## src/rtl/fetch_pc_gen.sv

```systemverilog
// Fetch-stage PC generator: issues one aligned line request per cycle, replays after a miss,
// and applies redirects and stall. Optional perf counters are enabled by FETCH_PERF_CNT_EN.
module fetch_pc_gen #(
  parameter int                   ADR_WIDTH    = 64,
  parameter int                   RETURN_BYTES = 16,
  parameter logic [ADR_WIDTH-1:0] RESET_PC     = ADR_WIDTH'(64'h8000_0000)
) (
  input  logic                 clk,
  input  logic                 rst,
  input  logic                 redirect_valid,
  input  logic [ADR_WIDTH-1:0] redirect_pc,
  input  logic                 stall,
  output logic [ADR_WIDTH-1:0] address,
  output logic                 req_valid,
  input  logic                 data_valid,
  input  logic                 cache_miss,
  output logic                 resp_valid,
  output logic [ADR_WIDTH-1:0] resp_pc,
  output logic [31:0]          perf_hits,
  output logic [31:0]          perf_misses,
  output logic                 dbg_state_o
);

  // Handshake: a request is issued in any cycle req_valid=1 (the cache has no ready);
  // the answer (data_valid or cache_miss) arrives exactly one cycle later.
  typedef enum logic [0:0] {
    FETCH     = 1'b0,
    MISS_WAIT = 1'b1
  } state_e;

  localparam logic [ADR_WIDTH-1:0] LINE_STEP   = ADR_WIDTH'(RETURN_BYTES);
  localparam logic [ADR_WIDTH-1:0] ALIGN_MASK  = ~(LINE_STEP - 1'b1);
  localparam logic [ADR_WIDTH-1:0] RESET_PC_AL = RESET_PC & ALIGN_MASK;

  state_e               state_q, state_d;
  logic [ADR_WIDTH-1:0] pc_q, pc_d;
  logic                 inflight_q, inflight_d;
  logic [ADR_WIDTH-1:0] inflight_pc_q, inflight_pc_d;
  logic                 miss_accept;
  logic                 can_fetch;

  assign address     = pc_q;
  assign resp_pc     = inflight_pc_q;
  assign dbg_state_o = state_q;

  // MISS_WAIT leaves on the first cycle cache_miss is low, and the replay issues that cycle.
  assign can_fetch   = (state_q == FETCH) || !cache_miss;
  assign req_valid   = can_fetch && !stall && !redirect_valid && !cache_miss && !rst;
  assign resp_valid  = data_valid && inflight_q && !redirect_valid;
  assign miss_accept = cache_miss && inflight_q && !redirect_valid;

  always_comb begin
    state_d       = state_q;
    pc_d          = pc_q;
    inflight_d    = 1'b0;
    inflight_pc_d = inflight_pc_q;
    if (redirect_valid) begin
      pc_d    = redirect_pc & ALIGN_MASK;
      state_d = FETCH;
    end else if (miss_accept) begin
      // Rewind the speculative increment so the missed line is fetched again.
      pc_d    = inflight_pc_q;
      state_d = MISS_WAIT;
    end else if (req_valid) begin
      inflight_d    = 1'b1;
      inflight_pc_d = pc_q;
      pc_d          = pc_q + LINE_STEP;
      state_d       = FETCH;
    end else if (state_q == MISS_WAIT && !cache_miss) begin
      state_d = FETCH;
    end
  end

  always_ff @(posedge clk) begin
    if (rst) begin
      state_q       <= FETCH;
      pc_q          <= RESET_PC_AL;
      inflight_q    <= 1'b0;
      inflight_pc_q <= RESET_PC_AL;
    end else begin
      state_q       <= state_d;
      pc_q          <= pc_d;
      inflight_q    <= inflight_d;
      inflight_pc_q <= inflight_pc_d;
    end
  end

`ifdef FETCH_PERF_CNT_EN
  logic [31:0] perf_hits_q, perf_hits_d;
  logic [31:0] perf_misses_q, perf_misses_d;

  always_comb begin
    perf_hits_d   = perf_hits_q;
    perf_misses_d = perf_misses_q;
    if (resp_valid && (perf_hits_q != 32'hFFFF_FFFF)) begin
      perf_hits_d = perf_hits_q + 32'd1;
    end
    if (miss_accept && (perf_misses_q != 32'hFFFF_FFFF)) begin
      perf_misses_d = perf_misses_q + 32'd1;
    end
  end

  always_ff @(posedge clk) begin
    if (rst) begin
      perf_hits_q   <= 32'd0;
      perf_misses_q <= 32'd0;
    end else begin
      perf_hits_q   <= perf_hits_d;
      perf_misses_q <= perf_misses_d;
    end
  end

  assign perf_hits   = perf_hits_q;
  assign perf_misses = perf_misses_q;
`else
  assign perf_hits   = 32'd0;
  assign perf_misses = 32'd0;
`endif

endmodule

```

## config.mk

```make
export PLATFORM = sky130hd
export DESIGN_NAME = fetch_pc_gen
export DESIGN_NICKNAME = d
export VERILOG_FILES = /design/src/rtl/fetch_pc_gen.sv
export SDC_FILE = /design/constraint.sdc
export NUM_CORES = 1
export LEC_CHECK = 0
export ABC_AREA = 1
export CORE_UTILIZATION = 47
export CTS_CLUSTER_DIAMETER = 120
export CTS_CLUSTER_SIZE = 25
export DETAILED_ROUTE_END_ITERATION = 6
export PLACE_DENSITY = 0.82
export SKIP_LAST_GASP = 1
export SYNTH_ARGS = -nofsm -noshare
export SYNTH_HDL_FRONTEND = slang
export SYNTH_SLANG_ARGS = --single-unit
```

## constraint.sdc

```tcl
create_clock -name clk -period 2.2 [get_ports clk]
set_input_delay 0.44 -clock clk [delete_from_list [all_inputs] [get_ports clk]]
set_output_delay 0.44 -clock clk [all_outputs]
set_load 0.01 [all_outputs]
```

Word level (Yosys, flattened, before mapping)
Index checks and enable logic that the tools add are counted.

word-level totals
  bits in registers = 130
  input bits = 70
  output and inout bits = 195

operators by class
  bitwise gates (word level) = 3
  $add $sub $neg = 1
  muxes and demuxes = 7
  reductions and logical operators = 20

operator list
  cell                                                              count
  64-bit 2-to-1 mux                                                 3
  64-bit by 5-bit adder with 64-bit output (second input constant)  1
  1-bit logical AND                                                 9
  3-bit nonzero test                                                2
  1-bit logical NOT                                                 4
  1-bit 2-to-1 mux                                                  4
  1-bit inverter                                                    3
  3-bit AND reduction                                               1
  3-bit OR reduction                                                1
  2-bit nonzero test                                                1
  2-bit OR reduction                                                1
  1-bit logical OR                                                  1

Logic depth before layout (Yosys ltp)
Gate-level depths: netlist of the first run.

  depth in word-level cells = 9
  gate-level depth with buffers = 11
  depth with buffers taken out = 11

Worst setup path after synthesis of the first run
No wires, ideal clock.

  path type = register to register
  from = register pc_q[4], in the netlist address[4]
  to = register pc_q[60], in the netlist address[60]
  setup slack = 0.532 ns
  arrival time = 1.547 ns
  buffers on the path = 0
  stages on the path, launching flop included = 11
  setup time = 0.122 ns
  required time = 2.078 ns
  cell sequence = dfxtp_1 ha_1 nand2_1 nor2_4 nand2_4 nor2_8 nand2_2 o21ai_0 nand3_1 nand2_1 a21oi_2

between the ends
  longest elaborated chain between the ends = 4

RTL lines
  what                                      RTL line  text
  start: declaration                        36        logic [ADR_WIDTH-1:0] pc_q, pc_d;
  start signal: assignment                  82        pc_q <= pc_d;
  64-bit by 5-bit adder with 64-bit output  67        pc_d = pc_q + LINE_STEP;
  64-bit 2-to-1 mux                         64        end else if (req_valid) begin
  64-bit 2-to-1 mux                         60        end else if (miss_accept) begin
  64-bit 2-to-1 mux                         57        if (redirect_valid) begin

No other way between the ends. The select of a mux whose other input is x is not followed.
A chain may end at the register's enable or synchronous reset.

Worst setup path after layout of the first run
  from = input port cache_miss
  to = output port req_valid

between the ends
  longest elaborated chain between the ends = 6

RTL lines
  what                               RTL line  text
  start: declaration                 16        input logic cache_miss,
  1-bit logical NOT *                47, 48
  1-bit logical OR                   47        assign can_fetch = (state_q == FETCH) || !cache_miss;
  1-bit logical AND (2 in series)    48        assign req_valid = can_fetch && !stall && !redirect_valid && !cache_miss && !rst;
  1-bit logical AND * (2 in series)  48
  end: declaration                   14        output logic req_valid,

Mark *: on every way between the ends. The rest lies on a longest branch, timed or not.

==> summary.md, run 1 <==
| Metric | Value |
|---|---|
| Number of clock sinks | between 100 and 150 |
| Ys Warns | 0 |
| Yosys top cell area share | between 30% and 40% |
| Most frequent cells in the layout | 225 x nand2_1, 194 x clkdlybuf4s50_1, 152 x o21ai_0, 148 x nor2_1, 134 x a21oi_1 |
| Pre-antenna DRT Iters | 5 |
| Routed Antenna Nets | 0 |
| GP Congestion | ~1.0 |
| RSZ-0062 raised after global routing | false |
| Final core utilization | between 60 and 70% |
| Die height | 130.7 microns |
| # placed instances | 1592 |
| Setup crit end kind | output pin |
| Crit-path cells | clkdlybuf4s50_1 -> nor2_2 -> nand3_2 -> inv_2 -> dlygate4sd2_1 |
| Layout cell share with drive strength beyond 1 | 9.168% |
| Type of the worst setup path | input port to output pin |
| Ys async rst share | 0% |
| Worst hold path class | flip-flop to flip-flop |
| Final non-filler cell total | about 1600 |
| Crit path largest cell delay | approximately 0.43 ns |
| Pwr dens | approximately 650 nW/um^2 |
| Slew @ Worst Pin | slightly above 0.5 ns |
| Hpwl dp | just over 20000 microns |
| FF/Latch Area | 2603 sq um |
| Largest net degree at the start of global routing | 60 |
| Final Hold Viols | 0 |
| Vias in the first global route | between 7000 and 8000 |
| DR WL/cell | ~17 microns |
| Mapped Area | between 7000 and 8000 sq um |
| DRT Wirelength | ~28000 microns |
| Top_reg_cell synth | dfxtp_1 |
| Core Rows | between 40 and 50 |
| Pre-CTS setup slack | -0.1211 ns |
| Crit path time final | just over 2 ns |
| Synthesis-to-finish area growth | 36.31% |
| # DRC | 0 |
| Period utilisation layout | 93.00% |
| DR vias | between 8000 and 9000 |
| Placed cell area | about 9900 sq um |
| Final slew viol count | 0 |
| Global-route wire length before repair | approximately 42000 microns |
| H-Tree Depth | 4 |
| CTS tree | yes |
| Run status | complete, no violations |
| Initial DRC count | 817 |
| Initial core utilization | slightly below 50% |
| Largest area contributor in the netlist | dfxtp_1 |
| Yosys cell types | 38 |
| Peak Freq | 488.8 MHz |
| Post-synth EDFFs | 0 |
| Port bufs | around 200 |
| Die footprint | between 15000 and 20000 sq um |
| Yosys reg bits | between 100 and 150 |
| CP required | 1.76 ns |
| Core Footprint | roughly 16000 sq um |
| Peak supply drop | roughly 0.55 mV |
| Total CTS buffers | 17 |
| Die Span X | 130.7 microns |
| Most common cell after layout, fill and taps aside | nand2_1 |
| Via/cell ratio | ~5.4 |
| P_leak | 4.056 nW |
| Mapped Cells | 1192 |
| Final net count | roughly 1500 |
| Max-cap violations | 0 |
| Clk_skew | between 0.008 and 0.009 ns |
| Clk root buf | clkbuf_16 |
| Area of the multi-input gates | 4324 sq um |
| CP startpoint kind | input port |
| Post-synthesis sequential area ratio | around 33% |
| Hold Slack | ~0.47 ns |
| N_diodes | 0 |
| Finished Cell Area | around 11000 sq um |
| Critical Path Fanout Max | 3 |
| Layout filler cell count | about 1400 |
| Clock latency on the worst-skew pair | between 0.4 and 0.5 ns |
| Syn Area/Cell | 6.527 sq um |
| Clock-pin slew on the worst setup and hold paths | around 0.06 ns |
| Initial antenna violation count | 0 |
| Worst Path Arrival | between 1.5 and 2 ns |
| Max stage delay cell, worst path | clkdlybuf4s50_1 |
| Grt ovf | 0 |
| Maximum root-to-sink buffer count | 2 |
| Fin worst setup slack | between 0.15 and 0.2 ns |
| Slew margin rel. | between 60 and 70% |
| Synth top area cells | dfxtp_1 33%, nand2_1 11%, o21ai_0 9.8%, a21oi_1 8.6%, nor2_1 7.2% |
| Ports | about 270 |
| # setup viols final | 0 |
| Overall Global Routing Usage | 32.29% |
## synthesized netlist by cell type, types with 3 or more instances
library cell  instances
nor2_1              149
nand2_2              12
o21ai_0             152
a211oi_1              4
buf_2                11
inv_2                 7
nor2_4                8
clkbuf_1             41
nand4_1              11
nand2_1             225
nand3_1              48
o21ai_1               7
a31oi_1              20
inv_1                94
nor3_1                5
a21oi_1             134
xnor2_1              11
buf_4                65
buf_1                 3
dfxtp_1             130
nor2_2               11
xor2_1                7
a221oi_1             13
a41oi_1               4
## layout make-up
cell class                 count  share of cell area, %
multi-input combinational    902                  40.77
sequential                   130                  24.54
timing repair buffer         243                  22.36
clock buffer                  19                  4.271
inverter                     101                  3.575
tap                          216                  2.548
clock inverter                12                  1.935
## registers in the layout (all words and copies together), names as in the netlist, named ones only
| signal | flops |
|---|---|
| resp_pc | 64 |
| inflight_q | 1 |
| dbg_state_o | 1 |
| address | 60 |
## power by group
group          internal, W  switching (W)  total [W]
Combinational     0.000522       0.000562    0.00108
Sequential         0.00248       0.000169    0.00265
Clock              0.00207        0.00111    0.00318
## cells by family (layout without fill, tap and decap cells)
family                   Yosys count  count (layout)  synth area share (%)
flip-flops                       130             130                 33.45
other                              1              64               0.04820
XOR/XNOR                          18              18                 2.026
adder cells (fa/ha/maj)            1               1                0.1608
buffers and inverters            223             375                 14.10
AND/OR/NAND/NOR                  479             479                 26.83
AO/OA/AOI/OAI                    340             340                 23.38
## what timing repair did
action,4_1_cts,5_1_grt
gates resized for setup,2,0
endpoints found under the setup margin,1,0
buffers inserted,0,0
hold buffers,0,0
## worst max-delay path: cells and delay by family
kind          cells  cell delay, ns
buf+inv           3            0.87
simple gates      2            0.29
## path summary, 6_finish.rpt
check	slack [ns]	end	startpoint	depth (start not counted)
max	0.15	req_valid	cache_miss	5
max reg2reg	0.23	address[31]$_SDFFE_PP1P_	address[28]$_SDFFE_PP0P_	9
min reg2reg	0.47	dbg_state_o$_SDFFE_PP0P_	dbg_state_o$_SDFFE_PP0P_	2
min	0.47	dbg_state_o$_SDFFE_PP0P_	dbg_state_o$_SDFFE_PP0P_	2
## stage by stage
| stage | power (W) | TNS (ns) |
|---|---|---|
| floorplan | 0.003263 | 0 |
| global placement | 0.003736 | -0.1098 |
| detailed placement | 0.003757 | -0.1510 |
| CTS | 0.006915 | 0 |
| global route | 0.007139 | 0 |
| finish | 0.006909 | 0 |
## layer usage
layer	routed length (microns)	up-vias	GRT usage, %	share of wire, %
li1	-	4234	-	-
met1	11930	3991	42.83	43
met2	12450	452	50.48	45
met3	2411	52	7.858	8.8
met4	717	0	12.58	2.6
met5	0	-	0	0
(Power assumes the default switching activity.)
==> run 2: changes to the inputs <==
--- a/config.mk
+++ b/config.mk
@@ -6,11 +6,13 @@
 export NUM_CORES = 1
 export LEC_CHECK = 0
 export ABC_AREA = 1
+export CORE_MARGIN = 2
 export CORE_UTILIZATION = 47
 export CTS_CLUSTER_DIAMETER = 120
 export CTS_CLUSTER_SIZE = 25
 export DETAILED_ROUTE_END_ITERATION = 6
 export PLACE_DENSITY = 0.82
+export SETUP_SLACK_MARGIN = 0.15
 export SKIP_LAST_GASP = 1
 export SYNTH_ARGS = -nofsm -noshare
 export SYNTH_HDL_FRONTEND = slang
==> summary.md, run 2 (synthesized netlist as in run 1, its figures left out) <==
| Metric | Value |
|---|---|
| WP buf/inv | 3 (unchanged) |
| R2R Path End | address[50]$_SDFFE_PP0P_ |
| Worst Path Arrival | 1.57 ns (-0.04 ns) |
| Max-cap violations | 0 (unchanged) |
| Placed cell area | 9946 sq um (unchanged) |
| Worst r2r src | address[4]$_SDFFE_PP0P_ |
| Switching Share | 27.86% (+1.3 points) |
| H-Tree Depth | 4 (unchanged) |
| GP Congestion | 1.016 (-1.2%) |
| Met1 Usage GRT | 40.06% (-2.8 points) |
| DRT Wirelength | 26820 microns (-2.5%) |
| Port bufs | 196 (unchanged) |
| Core Footprint | 16410 sq um (+2.5%) |
| Setup crit end kind | output pin |
| Clk_skew | 0.01261 ns (+0.004361 ns) |
| Final slew viol count | 0 (unchanged) |
| Max FFs per register | 64 (unchanged) |
| Cts hold-fix bufs | 0 (unchanged) |
| Largest net degree at the start of global routing | 81 (+35%) |
| RSZ-0062 raised after global routing | true |
| CP startpoint kind | input port |
| # DRC | 0 (unchanged) |
| Maximum root-to-sink buffer count | 2 (unchanged) |
| Worst-case reg-to-reg path depth | 10 (+1) |
| Number of clock sinks | 130 (unchanged) |
| Int Power | 0.004832 W (-4.7%) |
| Clock Power Share | 44.4% (-1.6 points) |
| Crit path largest cell delay | 0.44 ns (about the same) |
| Finished Cell Area | 10630 sq um (+0.25%) |
| Clock latency on the worst-skew pair | 0.43 ns (about the same) |
| N_diodes | 0 (unchanged) |
| Critical Path Fanout Max | 2 (-1) |
| Die footprint | 17600 sq um (+3.1%) |
| Most frequent cells in the layout | 223 x nand2_1, 194 x clkdlybuf4s50_1, 151 x o21ai_0, 145 x nor2_1, 134 x a21oi_1 |
| Crit path time final | 2.008 ns (-0.03831 ns) |
| Pwr dens | 630.0 nW/um^2 (-3.3%) |
| Global-route wire length before repair | 42160 microns (+0.63%) |
| P_leak | 4.036 nW (-0.49%) |
| Layout cell share with drive strength beyond 1 | 9.950% (+0.78 points) |
| Most common cell after layout, fill and taps aside | nand2_1 |
| Overall Global Routing Usage | 30.03% (-2.3 points) |
| Run status | complete, no violations |
| Peak Freq | 498.1 MHz (+1.9%) |
| Ports | 265 (unchanged) |
| Max stage delay cell, worst path | clkdlybuf4s50_1 |
| Switching power | 0.001866 W (+1.6%) |
| Total CTS buffers | 17 (unchanged) |
| Die Span X | 132.7 microns (+1.5%) |
| CTS tree | yes |
| Initial antenna violation count | 0 (unchanged) |
| Critical path depth in cells | 5 (unchanged) |
| # setup viols final | 0 (unchanged) |
| Core Rows | 47 (+2.2%) |
| Clock-pin slew on the worst setup and hold paths | 0.06 ns (about the same) |
| CP required | 1.76 ns (about the same) |
| DR WL/cell | 16.48 microns (-2.8%) |
| Die height | 132.7 microns (+1.5%) |
| Final net count | 1465 (-0.068%) |
| Met3 Resource Use GR | 7.586% (-0.27 points) |
| Gr busiest metal | met2 |
| Type of the worst setup path | input port to output pin |
| Met2 GRT Util | 46.11% (-4.4 points) |
| Synthesis-to-finish area growth | 36.65% |
| DR vias | 8722 (-0.080%) |
| Crit path from | cache_miss |
| Final Hold Viols | 0 (unchanged) |
| Grt ovf | 0 (unchanged) |
| Final core utilization | 64.80% (-1.5 points) |
| Clk root buf | clkbuf_16 |
| Crit path max-delay family | buffers and inverters |
| Vias in the first global route | 7980 (+0.86%) |
| Period utilisation layout | 91.26% (-1.7 points) |
| Routed Antenna Nets | 0 (unchanged) |
| Fin worst setup slack | 0.1923 ns (+0.03831 ns) |
| Initial core utilization | 47.42% (-1.2 points) |
| Initial DRC count | 862 (+5.5%) |
| Sequential power share | 39.5% (+1.2 points) |
| Worst hold path class | input port to flip-flop |
| Crit-path cells | clkdlybuf4s50_1 -> nor2_2 -> nand3_2 -> inv_2 -> clkdlybuf4s15_1 |
| Flop-to-flop setup slack | 0.25 ns (+0.02 ns) |
| Pre-CTS setup slack | -0.07991 ns (+0.04121 ns) |
| Via/cell ratio | 5.361 (-0.33%) |
| CP endpoint | req_valid |
| Logic pwr share | 16.1% (+0.4 points) |
| Hpwl dp | 19780 microns (-2.2%) |
| Peak supply drop | 0.5286 mV (-3.1%) |
| Pre-antenna DRT Iters | 7 (+2) |
[run 2: cell count changes in the layout (fill, tap and decap cells not counted), moves of 3 or more]
cell     delta
dfxtp_2     +5
nor2_1      -3
inv_6       +3
buf_4       -3
nor2_4      +3
dfxtp_1     -5
[run 2: area by class of cell]
class	count	area [sq um]
multi-input combinational	902	4362
fill	1466	5776
clock inverter	13	173.9
tap	220	275.3
inverter	101	379.1
clock buffer	19	442.9
sequential	130	2609
timing repair buffer	242	2390
[run 2: worst min-delay path by stage]
| stage | start | end | slack [ns] | depth (start not counted) |
|---|---|---|---|---|
| floorplan | dbg_state_o$_SDFFE_PP0P_ | dbg_state_o$_SDFFE_PP0P_ | 0.48 | 2 |
| detailed placement | dbg_state_o$_SDFFE_PP0P_ | dbg_state_o$_SDFFE_PP0P_ | 0.44 | 2 |
| global placement | dbg_state_o$_SDFFE_PP0P_ | dbg_state_o$_SDFFE_PP0P_ | 0.45 | 2 |
| global route | redirect_valid | address[5]$_SDFFE_PP0P_ | 0.43 | 4 |
| finish | redirect_valid | address[5]$_SDFFE_PP0P_ | 0.41 | 4 |
| CTS | redirect_valid | address[5]$_SDFFE_PP0P_ | 0.41 | 4 |
[run 2: tightest hold or removal path: cells and delay by family]
kind | cells | cell delay [ns]
compound gates | 1 | 0.07
buf+inv | 1 | 0.16
simple gates | 2 | 0.13
[run 2: power groups by stage]
stage | clock network [W] | logic, W | registers (W)
floorplan | 0 | 0.000550 | 0.00271
global placement | 0 | 0.00104 | 0.00269
detailed placement | 0 | 0.00106 | 0.00269
CTS | 0.00299 | 0.00107 | 0.00264
global route | 0.00310 | 0.00117 | 0.00266
finish | 0.00298 | 0.00108 | 0.00265
[run 2: per-stage QoR]
step | total power, W | TNS, ns | cells | hold WS [ns]
after floorplan | 0.003263 | 0 | 1255 | 0.4762
after global routing | 0.006938 | 0 | 1627 | 0.4259
after CTS | 0.006697 | 0 | 1624 | 0.4125
final | 0.006698 | 0 | 1627 | 0.4103
after global placement | 0.003731 | -0.06603 | 1592 | 0.4458
after detailed placement | 0.003750 | -0.07991 | 1592 | 0.4411
[run 2: per-layer routing]
| metal | vias up | share of wire, % |
|---|---|---|
| met2 | 440 | 45 |
| met1 | 3987 | 43 |
| met4 | 0 | 3.4 |
| met3 | 63 | 7.9 |
| met5 | - | 0 |
| li1 | 4232 | - |
[run 2: what timing repair did]
action / in CTS / in global routing
gates cloned: 0 / 0
endpoints found under the setup margin: 1 / 23
pin swaps: 0 / 1
buffers inserted: 0 / 3
gates resized for setup: 1 / 18
